### config.mk
export PLATFORM = sky130hd
export DESIGN_NAME = imem_loader
export DESIGN_NICKNAME = d
export VERILOG_FILES = /design/src/rtl/imem_loader_pkg.sv /design/src/rtl/imem_loader_byte_packer.sv /design/src/rtl/imem_loader.sv
export SDC_FILE = /design/constraint.sdc
export NUM_CORES = 1
export LEC_CHECK = 0
export ABC_AREA = 1
export CAP_MARGIN = 20
export CELL_PAD_IN_SITES_DETAIL_PLACEMENT = 0
export CELL_PAD_IN_SITES_GLOBAL_PLACEMENT = 2
export CORE_MARGIN = 3
export CORE_UTILIZATION = 33
export DETAILED_ROUTE_END_ITERATION = 10
export PLACE_DENSITY_LB_ADDON = 0.1
export REMOVE_ABC_BUFFERS = 1
export SETUP_SLACK_MARGIN = 0.1
export SYNTH_ARGS = -nofsm -noshare
export SYNTH_HDL_FRONTEND = slang
export SYNTH_SLANG_ARGS = --single-unit
export TNS_END_PERCENT = 5
### constraint.sdc
create_clock -name i_clk -period 4.7 [get_ports i_clk]
set_clock_uncertainty 0.2 [all_clocks]
set_input_delay 0.94 -clock i_clk [delete_from_list [all_inputs] [get_ports i_clk]]
set_output_delay 0.94 -clock i_clk [all_outputs]
set_load 0.02 [all_outputs]
### src/rtl/imem_loader_pkg.sv
// ---------------------------------------------------------------------------
// imem_loader_pkg
//   Shared constants for the instruction-memory loader:
//     - instruction-memory geometry (depth / word-address width)
//     - length-field width of the load frame
//     - loader FSM state encoding
//     - checksum accumulation rule
// ---------------------------------------------------------------------------
package imem_loader_pkg;

    localparam int IMEM_DEPTH  = 1024;
    localparam int IMEM_ADDR_W = 10;

    // Word count carried by the two length bytes of a frame.
    localparam int LEN_W = 16;

    // Loader FSM encoding.
    localparam logic [2:0] S_IDLE   = 3'd0;
    localparam logic [2:0] S_LEN_HI = 3'd1;
    localparam logic [2:0] S_LEN_LO = 3'd2;
    localparam logic [2:0] S_DATA   = 3'd3;
    localparam logic [2:0] S_CSUM   = 3'd4;
    localparam logic [2:0] S_DONE   = 3'd5;
    localparam logic [2:0] S_ERR    = 3'd6;

    // Checksum is a plain running XOR over the data bytes only.
    function automatic logic [7:0] csum_xor(input logic [7:0] acc, input logic [7:0] b);
        return acc ^ b;
    endfunction

endpackage

### src/rtl/imem_loader_byte_packer.sv
// ---------------------------------------------------------------------------
// imem_loader_byte_packer
//   Packs an MSB-first byte stream into 32-bit words. Each shifted byte
//   enters at the bottom; after the fourth byte the assembled word is held
//   on o_word and o_word_valid pulses for exactly one cycle.
//
// Ports
//   i_clk         clock
//   i_rst_n       asynchronous active-low reset
//   i_clear       synchronous clear of the word, byte count and pulse
//   i_shift       accept i_byte this cycle
//   i_byte        incoming byte
//   o_word        packed word (stable in the o_word_valid cycle)
//   o_word_valid  one-cycle pulse: o_word holds a complete word
// ---------------------------------------------------------------------------
module imem_loader_byte_packer (
    input  logic        i_clk,
    input  logic        i_rst_n,
    input  logic        i_clear,
    input  logic        i_shift,
    input  logic [7:0]  i_byte,
    output logic [31:0] o_word,
    output logic        o_word_valid
);

    logic [31:0] r_word;
    logic [1:0]  r_cnt;
    logic        r_word_valid;

    always_ff @(posedge i_clk or negedge i_rst_n) begin
        if (!i_rst_n) begin
            r_word       <= '0;
            r_cnt        <= '0;
            r_word_valid <= 1'b0;
        end else if (i_clear) begin
            r_word       <= '0;
            r_cnt        <= '0;
            r_word_valid <= 1'b0;
        end else begin
            // The pulse follows the edge that took the 4th byte. A byte
            // shifted during the pulse cycle lands only at the following
            // edge, so the completed word is intact while it is written.
            r_word_valid <= i_shift && (r_cnt == 2'd3);
            if (i_shift) begin
                r_word <= {r_word[23:0], i_byte};
                r_cnt  <= r_cnt + 2'd1;
            end
        end
    end

    assign o_word       = r_word;
    assign o_word_valid = r_word_valid;

endmodule

### src/rtl/imem_loader.sv
// ---------------------------------------------------------------------------
// imem_loader
//   Writer side of the instruction memory. Receives a framed program image
//   over a valid/ready byte stream, packs it into 32-bit words, writes them
//   to instruction memory and holds the core halted until the image has been
//   received with a matching checksum.
//
//   Frame: LEN_HI, LEN_LO (word count N, big-endian), 4*N data bytes (each
//   word MSB first), one checksum byte = XOR of the data bytes.
//
// Ports
//   i_clk         clock (posedge)
//   i_rst_n       asynchronous active-low reset
//   i_load_req    one-cycle pulse: halt core, start a load (ignored while busy)
//   i_rx_data     stream byte
//   i_rx_valid    stream byte valid
//   o_rx_ready    loader accepts a byte (transfer = valid & ready)
//   o_imem_we     instruction-memory write strobe, one cycle per word
//   o_imem_addr   word address of the write
//   o_imem_wdata  word written
//   o_core_run    1 = core executes, 0 = core held
//   o_busy        load in progress
//   o_load_err    bad length or checksum; held until the next load_req
// ---------------------------------------------------------------------------
module imem_loader
    import imem_loader_pkg::*;
#(
    parameter int ADDR_W = IMEM_ADDR_W,
    parameter int DEPTH  = IMEM_DEPTH
) (
    input  logic              i_clk,
    input  logic              i_rst_n,
    input  logic              i_load_req,
    input  logic [7:0]        i_rx_data,
    input  logic              i_rx_valid,
    output logic              o_rx_ready,
    output logic              o_imem_we,
    output logic [ADDR_W-1:0] o_imem_addr,
    output logic [31:0]       o_imem_wdata,
    output logic              o_core_run,
    output logic              o_busy,
    output logic              o_load_err
);

    logic [2:0]        r_state;
    logic [2:0]        w_next_state;
    logic [LEN_W-1:0]  r_len;
    logic [ADDR_W-1:0] r_word_idx;
    logic [7:0]        r_xor;

    logic              w_xfer;
    logic              w_start;
    logic              w_idle_like;
    logic [LEN_W-1:0]  w_len_n;
    logic              w_last_word;
    logic              w_pk_shift;
    logic [31:0]       w_pk_word;
    logic              w_pk_valid;

    // ---------------------------------------------------------------
    // Handshake / decode helpers
    // ---------------------------------------------------------------
    assign w_xfer      = i_rx_valid && o_rx_ready;
    assign w_idle_like = (r_state == S_IDLE) || (r_state == S_DONE) || (r_state == S_ERR);
    assign w_start     = w_idle_like && i_load_req;

    // Full word count as seen while the low length byte is on the bus.
    assign w_len_n     = {r_len[LEN_W-1:8], i_rx_data};

    // N >= 1 in DATA, and N <= DEPTH keeps N-1 within the index range.
    assign w_last_word = (LEN_W'(r_word_idx) == (r_len - LEN_W'(1)));

    assign w_pk_shift  = (r_state == S_DATA) && w_xfer;

    // ---------------------------------------------------------------
    // Byte packer
    // ---------------------------------------------------------------
    imem_loader_byte_packer u_packer (
        .i_clk        (i_clk),
        .i_rst_n      (i_rst_n),
        .i_clear      (w_start),
        .i_shift      (w_pk_shift),
        .i_byte       (i_rx_data),
        .o_word       (w_pk_word),
        .o_word_valid (w_pk_valid)
    );

    // ---------------------------------------------------------------
    // FSM: state register
    // ---------------------------------------------------------------
    always_ff @(posedge i_clk or negedge i_rst_n) begin
        if (!i_rst_n) begin
            r_state <= S_IDLE;
        end else begin
            r_state <= w_next_state;
        end
    end

    // ---------------------------------------------------------------
    // FSM: next-state logic
    // ---------------------------------------------------------------
    always_comb begin
        w_next_state = r_state;
        case (r_state)
            S_IDLE, S_DONE, S_ERR: begin
                if (i_load_req) begin
                    w_next_state = S_LEN_HI;
                end
            end
            S_LEN_HI: begin
                if (w_xfer) begin
                    w_next_state = S_LEN_LO;
                end
            end
            S_LEN_LO: begin
                if (w_xfer) begin
                    if (w_len_n == '0) begin
                        w_next_state = S_CSUM;
                    end else if (w_len_n > LEN_W'(DEPTH)) begin
                        w_next_state = S_ERR;
                    end else begin
                        w_next_state = S_DATA;
                    end
                end
            end
            S_DATA: begin
                // Leave only once the last word has actually been written.
                if (w_pk_valid && w_last_word) begin
                    w_next_state = S_CSUM;
                end
            end
            S_CSUM: begin
                if (w_xfer) begin
                    w_next_state = (i_rx_data == r_xor) ? S_DONE : S_ERR;
                end
            end
            default: w_next_state = S_IDLE;
        endcase
    end

    // ---------------------------------------------------------------
    // FSM: outputs
    // ---------------------------------------------------------------
    always_comb begin
        o_rx_ready = 1'b0;
        o_imem_we  = 1'b0;
        o_busy     = 1'b0;
        o_core_run = 1'b0;
        o_load_err = 1'b0;
        case (r_state)
            S_LEN_HI, S_LEN_LO, S_CSUM: begin
                o_rx_ready = 1'b1;
                o_busy     = 1'b1;
            end
            S_DATA: begin
                o_busy    = 1'b1;
                o_imem_we = w_pk_valid;
                // Stall during the last word's write: the next byte is the
                // checksum and must be taken in CSUM, not shifted as data.
                o_rx_ready = !(w_pk_valid && w_last_word);
            end
            S_DONE:  o_core_run = 1'b1;
            S_ERR:   o_load_err = 1'b1;
            default: ;
        endcase
    end

    assign o_imem_addr  = r_word_idx;
    assign o_imem_wdata = w_pk_word;

    // ---------------------------------------------------------------
    // Length, word index and checksum registers
    // ---------------------------------------------------------------
    always_ff @(posedge i_clk or negedge i_rst_n) begin
        if (!i_rst_n) begin
            r_len      <= '0;
            r_word_idx <= '0;
            r_xor      <= '0;
        end else if (w_start) begin
            r_len      <= '0;
            r_word_idx <= '0;
            r_xor      <= '0;
        end else begin
            if ((r_state == S_LEN_HI) && w_xfer) begin
                r_len[LEN_W-1:8] <= i_rx_data;
            end
            if ((r_state == S_LEN_LO) && w_xfer) begin
                r_len[7:0] <= i_rx_data;
            end
            if (w_pk_shift) begin
                r_xor <= csum_xor(r_xor, i_rx_data);
            end
            // Hold the index on the last word so it never wraps past DEPTH-1.
            if (o_imem_we && !w_last_word) begin
                r_word_idx <= r_word_idx + ADDR_W'(1);
            end
        end
    end

endmodule

# Word-level counts from Yosys, hierarchy flattened
# Cells that the tools add are included.
# classes
n_addsub	3
n_lt_le_gt_ge	1
eq_ne	14
reduce_logical	22
bitwise_logic	1
mux	26
# ops
cell	count
32-bit 2-to-1 mux	2
8-bit 2-to-1 mux	4
3-bit 2-to-1 mux	7
10-bit 2-to-1 mux	2
10-bit by 16-bit == test with 1-bit output	1
16-bit by 11-bit > comparator with 1-bit output, second input constant	1
16-bit zero test	1
16-bit 2-to-1 mux	1
16-bit by 1-bit subtractor with 16-bit output, second input constant	1
3-bit case mux with 5 select lines	1
10-bit by 1-bit adder with 10-bit output, second input constant	1
3-bit == test, second input constant	3
8-bit == test	1
1-bit logical AND	8
2-bit != test, second input constant	4
2-bit nonzero test	4
8-bit XOR	1
3-bit by 2-bit == test with 1-bit output, second input constant	2
2-bit 2-to-1 mux	3
3-bit OR reduction	2
1-bit 2-to-1 mux	5
5-bit AND reduction	1
4-bit OR reduction	1
3-bit by 1-bit == test with 1-bit output, second input constant	1
7 further kinds	9
# totals
elab_cells	75
inputBits	12
register_bits	72

# Depth between registers and ports, before layout
# Gate-level depths: netlist of the first run.
# logic_depth
word_depth	9
depth_mapped	19
ltp_nobuf	18

# By module
# From an unflattened synthesis of the first run, not the netlist that was laid out.
# unflattened
cells_unflattened	510
area_unflattened_um2	3921.3
# modules_own_cells
module	instances	cells_per_inst	area_each_um2
imem_loader	1	357	2506.2
imem_loader_byte_packer	1	153	1415.1

# Worst setup path before layout of the first run
# No wires, ideal clock.
# synth_path
kind	flip-flop to output port
from	reg r_len[0]
to	out o_rx_ready
slack_ns	1.783
required_time_ns	3.560
path_stages_with_launch	13
arrival_ns	1.777
cell_sequence	dfrtp_1 -> inv_2 -> ha_1 -> nand2_2 -> nor2_4 -> nand2_1 -> nand3_1 -> nand4_1 -> nor2_1 -> nand3_1 -> nand2_2 -> nand2_4 -> buf_2
# synth_via
elab_chain_cells	5
# synth_rtl
element	line_no	text
start: declaration	imem_loader.sv:47	logic [LEN_W-1:0] r_len;
start signal: indexed assignment	imem_loader.sv:185	r_len[LEN_W-1:8] <= i_rx_data;
start signal: assignment	imem_loader.sv:188	r_len[7:0] <= i_rx_data;
16-bit by 1-bit subtractor with 16-bit output	imem_loader.sv:71	assign w_last_word = (LEN_W'(r_word_idx) == (r_len - LEN_W'(1)));
10-bit by 16-bit == test with 1-bit output	imem_loader.sv:71	
1-bit logical AND	imem_loader.sv:160	o_rx_ready = !(w_pk_valid && w_last_word);
1-bit zero test	imem_loader.sv:160	
1-bit case mux with 2 select lines	imem_loader.sv:150	case (r_state)
end: declaration	imem_loader.sv:36	output logic o_rx_ready,
# No other way between the ends.

# Final worst setup path of the first run
# Ends and elaborated chain as after synthesis.

==> results.toml, run 1 <==
[cts]
clk_pin_slew_ns = 0.06
clock_sinks = 72
ctsHtreeMaxLevel = 3
cts_tree = "built"
cts_resized = 0
post_cts_buffers = 0
cts_buffers = 9
clk_latency_ns = 0.34
cts_max_path_buffers = 2
ctsHoldBuffers = 0
cts_root_buffer = "clkbuf_16"

[critical_path]
cp_max_fo = 6
ff2ff_path_depth = 16
cp-start-kind = "flip-flop"
regToRegStartpoint = "r_len[0]"
crit_arrival_ns = 2.73
crit_family = "simple AND/OR/NAND/NOR gates"
crit_buf_inv = 2
cpPeakStageDelay_ns = 0.56
critPathCaptureType = "output pin"
reg2reg_slack_ns = 1.41
crit_type = "reg2out"
required_ns = 3.56
rr_endpoint = "u_packer.o_word[23]"
crit_path_cell_trace = "inv_2, ha_1, nand2_2, nor2_4, nand2_1, nand3_1, nand4_1, nor2_1, nand3_1, nand2_2, nand2_4, clkdlybuf4s50_1"
crit_slowest_cell = "clkdlybuf4s50_1"

[route]
wl_mm = 11.8
wl_per_cell_um = 14.9
vias = 3850
ant_nets = 0
first_pass_iters = 4
wl_met3_um = 550
drc_errors = 0
drt_iter0_markers = 246
met2_length_mm = 5.48
wl_met1_mm = 5.61
vias_per_cell = 4.85
top_layer = "met4"

[power_and_ir_drop]
vdd_drop_max_mv = 0.214
powerDensity_mw_per_mm2 = 617
p_leak_nw = 2.63

[synth]
synth_area_mm2 = 0.00415
synth_seq_cells = 72
synthTopCellsByCount = "nand2_1, dfrtp_1, inv_1"
synth_ff_type = "dfrtp_1"
yosysSeqAreaShare_pct = 43.4
synth_largest_area_cell = "dfrtp_1"
ys_types = 30
synth_edf_count = 0
synthDominantCellAreaShare_pct = 43.4
syn_area_per_cell_um2 = 7.18
yosysMostFrequentCell = "nand2_1"
synth_area_leaders = "dfrtp_1, nand2_1, nand3_1"
async_flop_share_pct = 100
yosysWarnings = 0
synthCells = 578

[timing]
worst_slew_pin_slew_ns = 0.957
fin_crit_ns = 3.87
fmax_ghz = 0.259
slew_violations = 0
relSlewSlack_pct = 36.2
period_share_pct = 82.3
setup-tns-final_ns = 0
rsz0062_at_grt = "no"
setup-violations-final = 0
hold_viol_final = 0

[global_routing]
grtUsageTotal_pct = 17.7
grt_pass1_wl_mm = 19.9
grt_max_degree = 73
antenna_found_initial = 0
grt_overflow_total = 0
grt_pass1_vias = 3865

[floorplanning]
die_x_um = 118
num_io_pins = 59
dieArea_mm2 = 0.0140
placementRows = 40
core_mm2 = 0.0122
die_h_um = 118
start_util_pct = 34.1

[place]
gp_congestion = 0.862
dpl_cell_area_mm2 = 0.00484
io_buffers = 58
dp_hpwl_mm = 7.73

[layout]
multi_input_area_mm2 = 0.00197
seq_area_mm2 = 0.00180
postLayoutCellArea_mm2 = 0.00512
antennaDiodeCount = 0
nFillCells = 1289
drive_above_1_share_pct = 6.07
nNetsFinal = 638
area_delta_synth_final_pct = 23.5

[run_status]
status = "finished, final reports clean"

[min_path]
hold-path-endpoint = "u_packer.o_word[29]"
holdCritPathClass = "reg2reg"
min_from = "u_packer.o_word[29]"
holdPathStages = 2

[job]
drv_cap = 0
[cell families (layout without fill, tap and decap cells)]
| logic type | Yosys count | count (layout) | synth area share, % |
|---|---|---|---|
| and+or+nand+nor | 356 | 356 | 38.7 |
| buffers and inverters | 96 | 144 | 9.17 |
| DFF | 72 | 72 | 43.4 |
| AOI/OAI and AO/OA | 38 | 38 | 5.04 |
| xor gates and xnor gates | 13 | 13 | 2.74 |
| adders and majority gates | 3 | 3 | 0.905 |
[worst reg2reg max path, stage by stage (launching register included)]
cell	delay, ns
dfrtp_1	0.40
inv_2	0.10
ha_1	0.27
nand2_2	0.13
nor2_4	0.17
nand3_1	0.11
nand2_1	0.08
nor2_1	0.04
nand2_1	0.06
nor2_1	0.06
nand3_1	0.10
nand2_2	0.08
nand2_4	0.08
buf_4	0.42
nand3_4	0.56
nand3_1	0.24
nand2_1	0.08
[report_power, final]
group	switching (W)	internal [W]
Sequential	0.000149	0.000775
Clock	0.000267	0.000420
Combinational	0.00103	0.000523
Total	0.00144	0.00172
[state kept, by name, summed over array words and instances (netlist names)]
register,count
u_packer.o_word,32
u_packer.r_cnt,2
r_len,16
u_packer.o_word_valid,1
o_imem_addr,10
r_xor,8
r_state,3
[metal layers]
layer  global-route usage, %  vias up
met5                       0        -
met4                    6.15        0
met3                    4.66       17
met2                    28.6       77
met1                    23.1     1788
li1                        -     1968
[worst max-delay path by stage]
| stage | startpoint | to | cells past startpoint |
|---|---|---|---|
| final | r_len[0] | o_rx_ready | 12 |
| after global routing | r_len[0] | o_rx_ready | 12 |
| after CTS | r_len[0] | o_rx_ready | 12 |
| after detailed placement | r_len[0] | o_rx_ready | 12 |
| after global placement | r_len[0] | o_rx_ready | 12 |
| after floorplan | r_state[0] | r_len[10] | 7 |
[through the flow]
| step | cells | power, W | setup WS, ns | util, % | hold slack [ns] |
|---|---|---|---|---|---|
| after floorplan | 551 | 0.00195 | 1.54 | - | 0.273 |
| after global routing | 794 | 0.00345 | 0.572 | 42.1 | 0.320 |
| after detailed placement | 780 | 0.00249 | 1.15 | 39.8 | 0.290 |
| final | 794 | 0.00316 | 0.832 | 42.1 | 0.304 |
| after global placement | 780 | 0.00250 | 1.14 | 39.8 | 0.283 |
| after CTS | 794 | 0.00321 | 0.762 | 42.1 | 0.304 |
[layout make-up]
class	count	area share, %
Timing Repair Buffer	61	11.6
Inverter	69	5.06
Tap cell	168	4.10
Multi-Input combinational cell	410	38.4
Clock inverter	3	0.855
Clock buffer	11	4.74
Sequential cell	72	35.2
[cells in the final DEF (no fill, tap or decap), types with 2 or more instances in the layout]
| master | count |
|---|---|
| a211oi_1 | 2 |
| a21oi_1 | 5 |
| buf_4 | 4 |
| clkbuf_16 | 9 |
| clkdlybuf4s50_1 | 56 |
| dfrtp_1 | 72 |
| ha_1 | 3 |
| inv_1 | 64 |
| inv_2 | 5 |
| nand2_1 | 185 |
| nand2_2 | 5 |
| nand3_1 | 59 |
| nand4_1 | 45 |
| nor2_1 | 40 |
| nor2_2 | 6 |
| nor2_4 | 2 |
| nor3_1 | 7 |
| nor4_1 | 4 |
| o21ai_0 | 21 |
| o21ai_1 | 5 |
| o31ai_1 | 2 |
| xnor2_1 | 6 |
| xor2_1 | 7 |
No activity file was read; power rests on OpenSTA's default activity.
==> run 2, diff against run 1 <==
Settings changed: CORE_UTILIZATION 33 to 28.
Clock period 4.7 ns to 3.4 ns, I/O delays scaled along.
==> results.toml, run 2 (synthesized netlist as in run 1, its figures left out) <==
[timing]
hold_viol_final = 0
fmax_ghz = 0.323
period_share_pct = 91.0
setup-tns-final_ns = 0
worst_slew_pin_slew_ns = 0.973
slew_violations = 0
relSlewSlack_pct = 35.1
fin_ws_ns = 0.306
rsz0062_at_grt = "yes"
setup-violations-final = 0
fin_crit_ns = 3.09

[route]
drc_errors = 0
vias_per_cell = 4.79
ant_nets = 0
vias = 3915
wl_mm = 12.7
wl_per_cell_um = 15.5
drt_iter0_markers = 246
first_pass_iters = 4

[global_routing]
grt_pass1_wl_mm = 21.4
grt_max_degree = 73
antenna_found_initial = 0
grt_overflow_total = 0
grt_pass1_vias = 4077
grtUsageTotal_pct = 16.6

[floorplanning]
num_io_pins = 59
die_x_um = 128
start_util_pct = 29.2
dieArea_mm2 = 0.0163
placementRows = 43
core_mm2 = 0.0142
die_h_um = 128

[place]
gp_congestion = 0.801
dp_hpwl_mm = 8.72
pre_cts_slack_ns = 0.0583
io_buffers = 58

[layout]
nFillCells = 1505
layout_commonest_cell = "nand2_1"
antennaDiodeCount = 0
drive_above_1_share_pct = 8.63
largest_reg_flops = 32
multi_input_area_mm2 = 0.00200
nNetsFinal = 648
seq_area_mm2 = 0.00180
area_delta_synth_final_pct = 28.3
final_cell_mix = "nand2_1, dfrtp_1, inv_1, nand3_1, clkdlybuf4s50_1"

[cts]
clk_latency_ns = 0.34
ctsHoldBuffers = 0
cts_tree = "built"
ctsHtreeMaxLevel = 3
cts_root_buffer = "clkbuf_16"
post_cts_buffers = 0
cts_max_path_buffers = 2
cts_buffers = 9
clock_sinks = 72
clk_pin_slew_ns = 0.06

[critical_path]
crit_arrival_ns = 2.21
crit_path_cell_trace = "inv_2, ha_4, nand2_2, nor2_4, nand3_1, nand2_1, nand4_1, nor2_2, nand3_1, nand2_2, nand2_4, buf_2"
cpPeakStageDelay_ns = 0.41
required_ns = 2.52
cp-start-kind = "flip-flop"
crit_buf_inv = 2
cp_max_fo = 6
crit_family = "simple AND/OR/NAND/NOR gates"
crit_slowest_cell = "dfrtp_1"
crit_type = "reg2out"
critPathCaptureType = "output pin"

[power_and_ir_drop]
vdd_drop_max_mv = 0.328
p_clk_share_pct = 23.8
p_total_w = 0.00464
p_switching_w = 0.00207
powerDensity_mw_per_mm2 = 872
p_int_w = 0.00258
seq_power_share_pct = 27.6
p_sw_share_pct = 44.5
p_leak_nw = 2.72
power_frac_comb_pct = 48.6

[job]
drv_cap = 0

[min_path]
holdCritPathClass = "in2async"

[run_status]
status = "finished, final reports clean"
==> run 2: per-stage QoR <==
| stage | hold slack (ns) | cell area (µm²) | util (%) | cells |
|---|---|---|---|---|
| finish | 0.292 | 5330 | 37.5 | 817 |
| global placement | 0.282 | 4960 | 34.9 | 802 |
| global route | 0.343 | 5330 | 37.5 | 817 |
| floorplan | 0.184 | 4030 | - | 551 |
| CTS | 0.304 | 5320 | 37.4 | 817 |
| detailed placement | 0.289 | 4960 | 34.9 | 802 |
==> run 2: per-layer routing <==
metal	wire length, µm	track usage [%]	vias up
met5	0	0	-
met4	128	3.93	0
met3	623	5.08	9
met2	5970	27.0	83
met1	5980	21.7	1831
li1	-	-	1992
==> run 2: power by group through the flow <==
stage | sequential (W) | clock, W | combinational (W)
after global placement | 0.00129 | 0 | 0.00226
after CTS | 0.00128 | 0.00114 | 0.00229
final | 0.00128 | 0.00110 | 0.00226
after detailed placement | 0.00129 | 0 | 0.00227
after floorplan | 0.00134 | 0 | 0.00136
after global routing | 0.00132 | 0.00117 | 0.00258
==> run 2: path summary, 6_finish.rpt <==
kind | startpoint | endpoint | slack [ns] | depth (start not counted)
max reg2reg | r_len[0] | u_packer.o_word[30] | 0.39 | 17
max | r_len[0] | o_rx_ready | 0.31 | 12
min | i_rst_n | o_imem_addr[4] | 0.29 | 1
min reg2reg | u_packer.o_word[27] | u_packer.o_word[27] | 0.30 | 2
min in group i_clk | u_packer.o_word[27] | u_packer.o_word[27] | 0.30 | 2
max in group asynchronous | i_rst_n | r_len[2] | 2.03 | 1
==> run 2: area by class of cell <==
cell class	instances	share of cell area, %
Clock inverter	5	2.00
Inverter	69	4.86
Tap cell	180	4.23
Clock buffer	10	4.30
Multi-Input combinational cell	410	37.5
Sequential cell	72	33.9
Timing Repair Buffer	71	13.2
==> run 2: repair_timing <==
| action | 4_1_cts | 5_1_grt |
|---|---|---|
| pin swaps | 1 | 2 |
| setup endpoints to repair | 1 | 30 |
| gates resized for setup | 6 | 6 |
==> run 3, diff against run 2 <==
Settings changed: GPL_ROUTABILITY_DRIVEN from default to 0.
==> results of run 3 <==
Same layout as run 2: the final DEF is identical, and so are final timing and power.
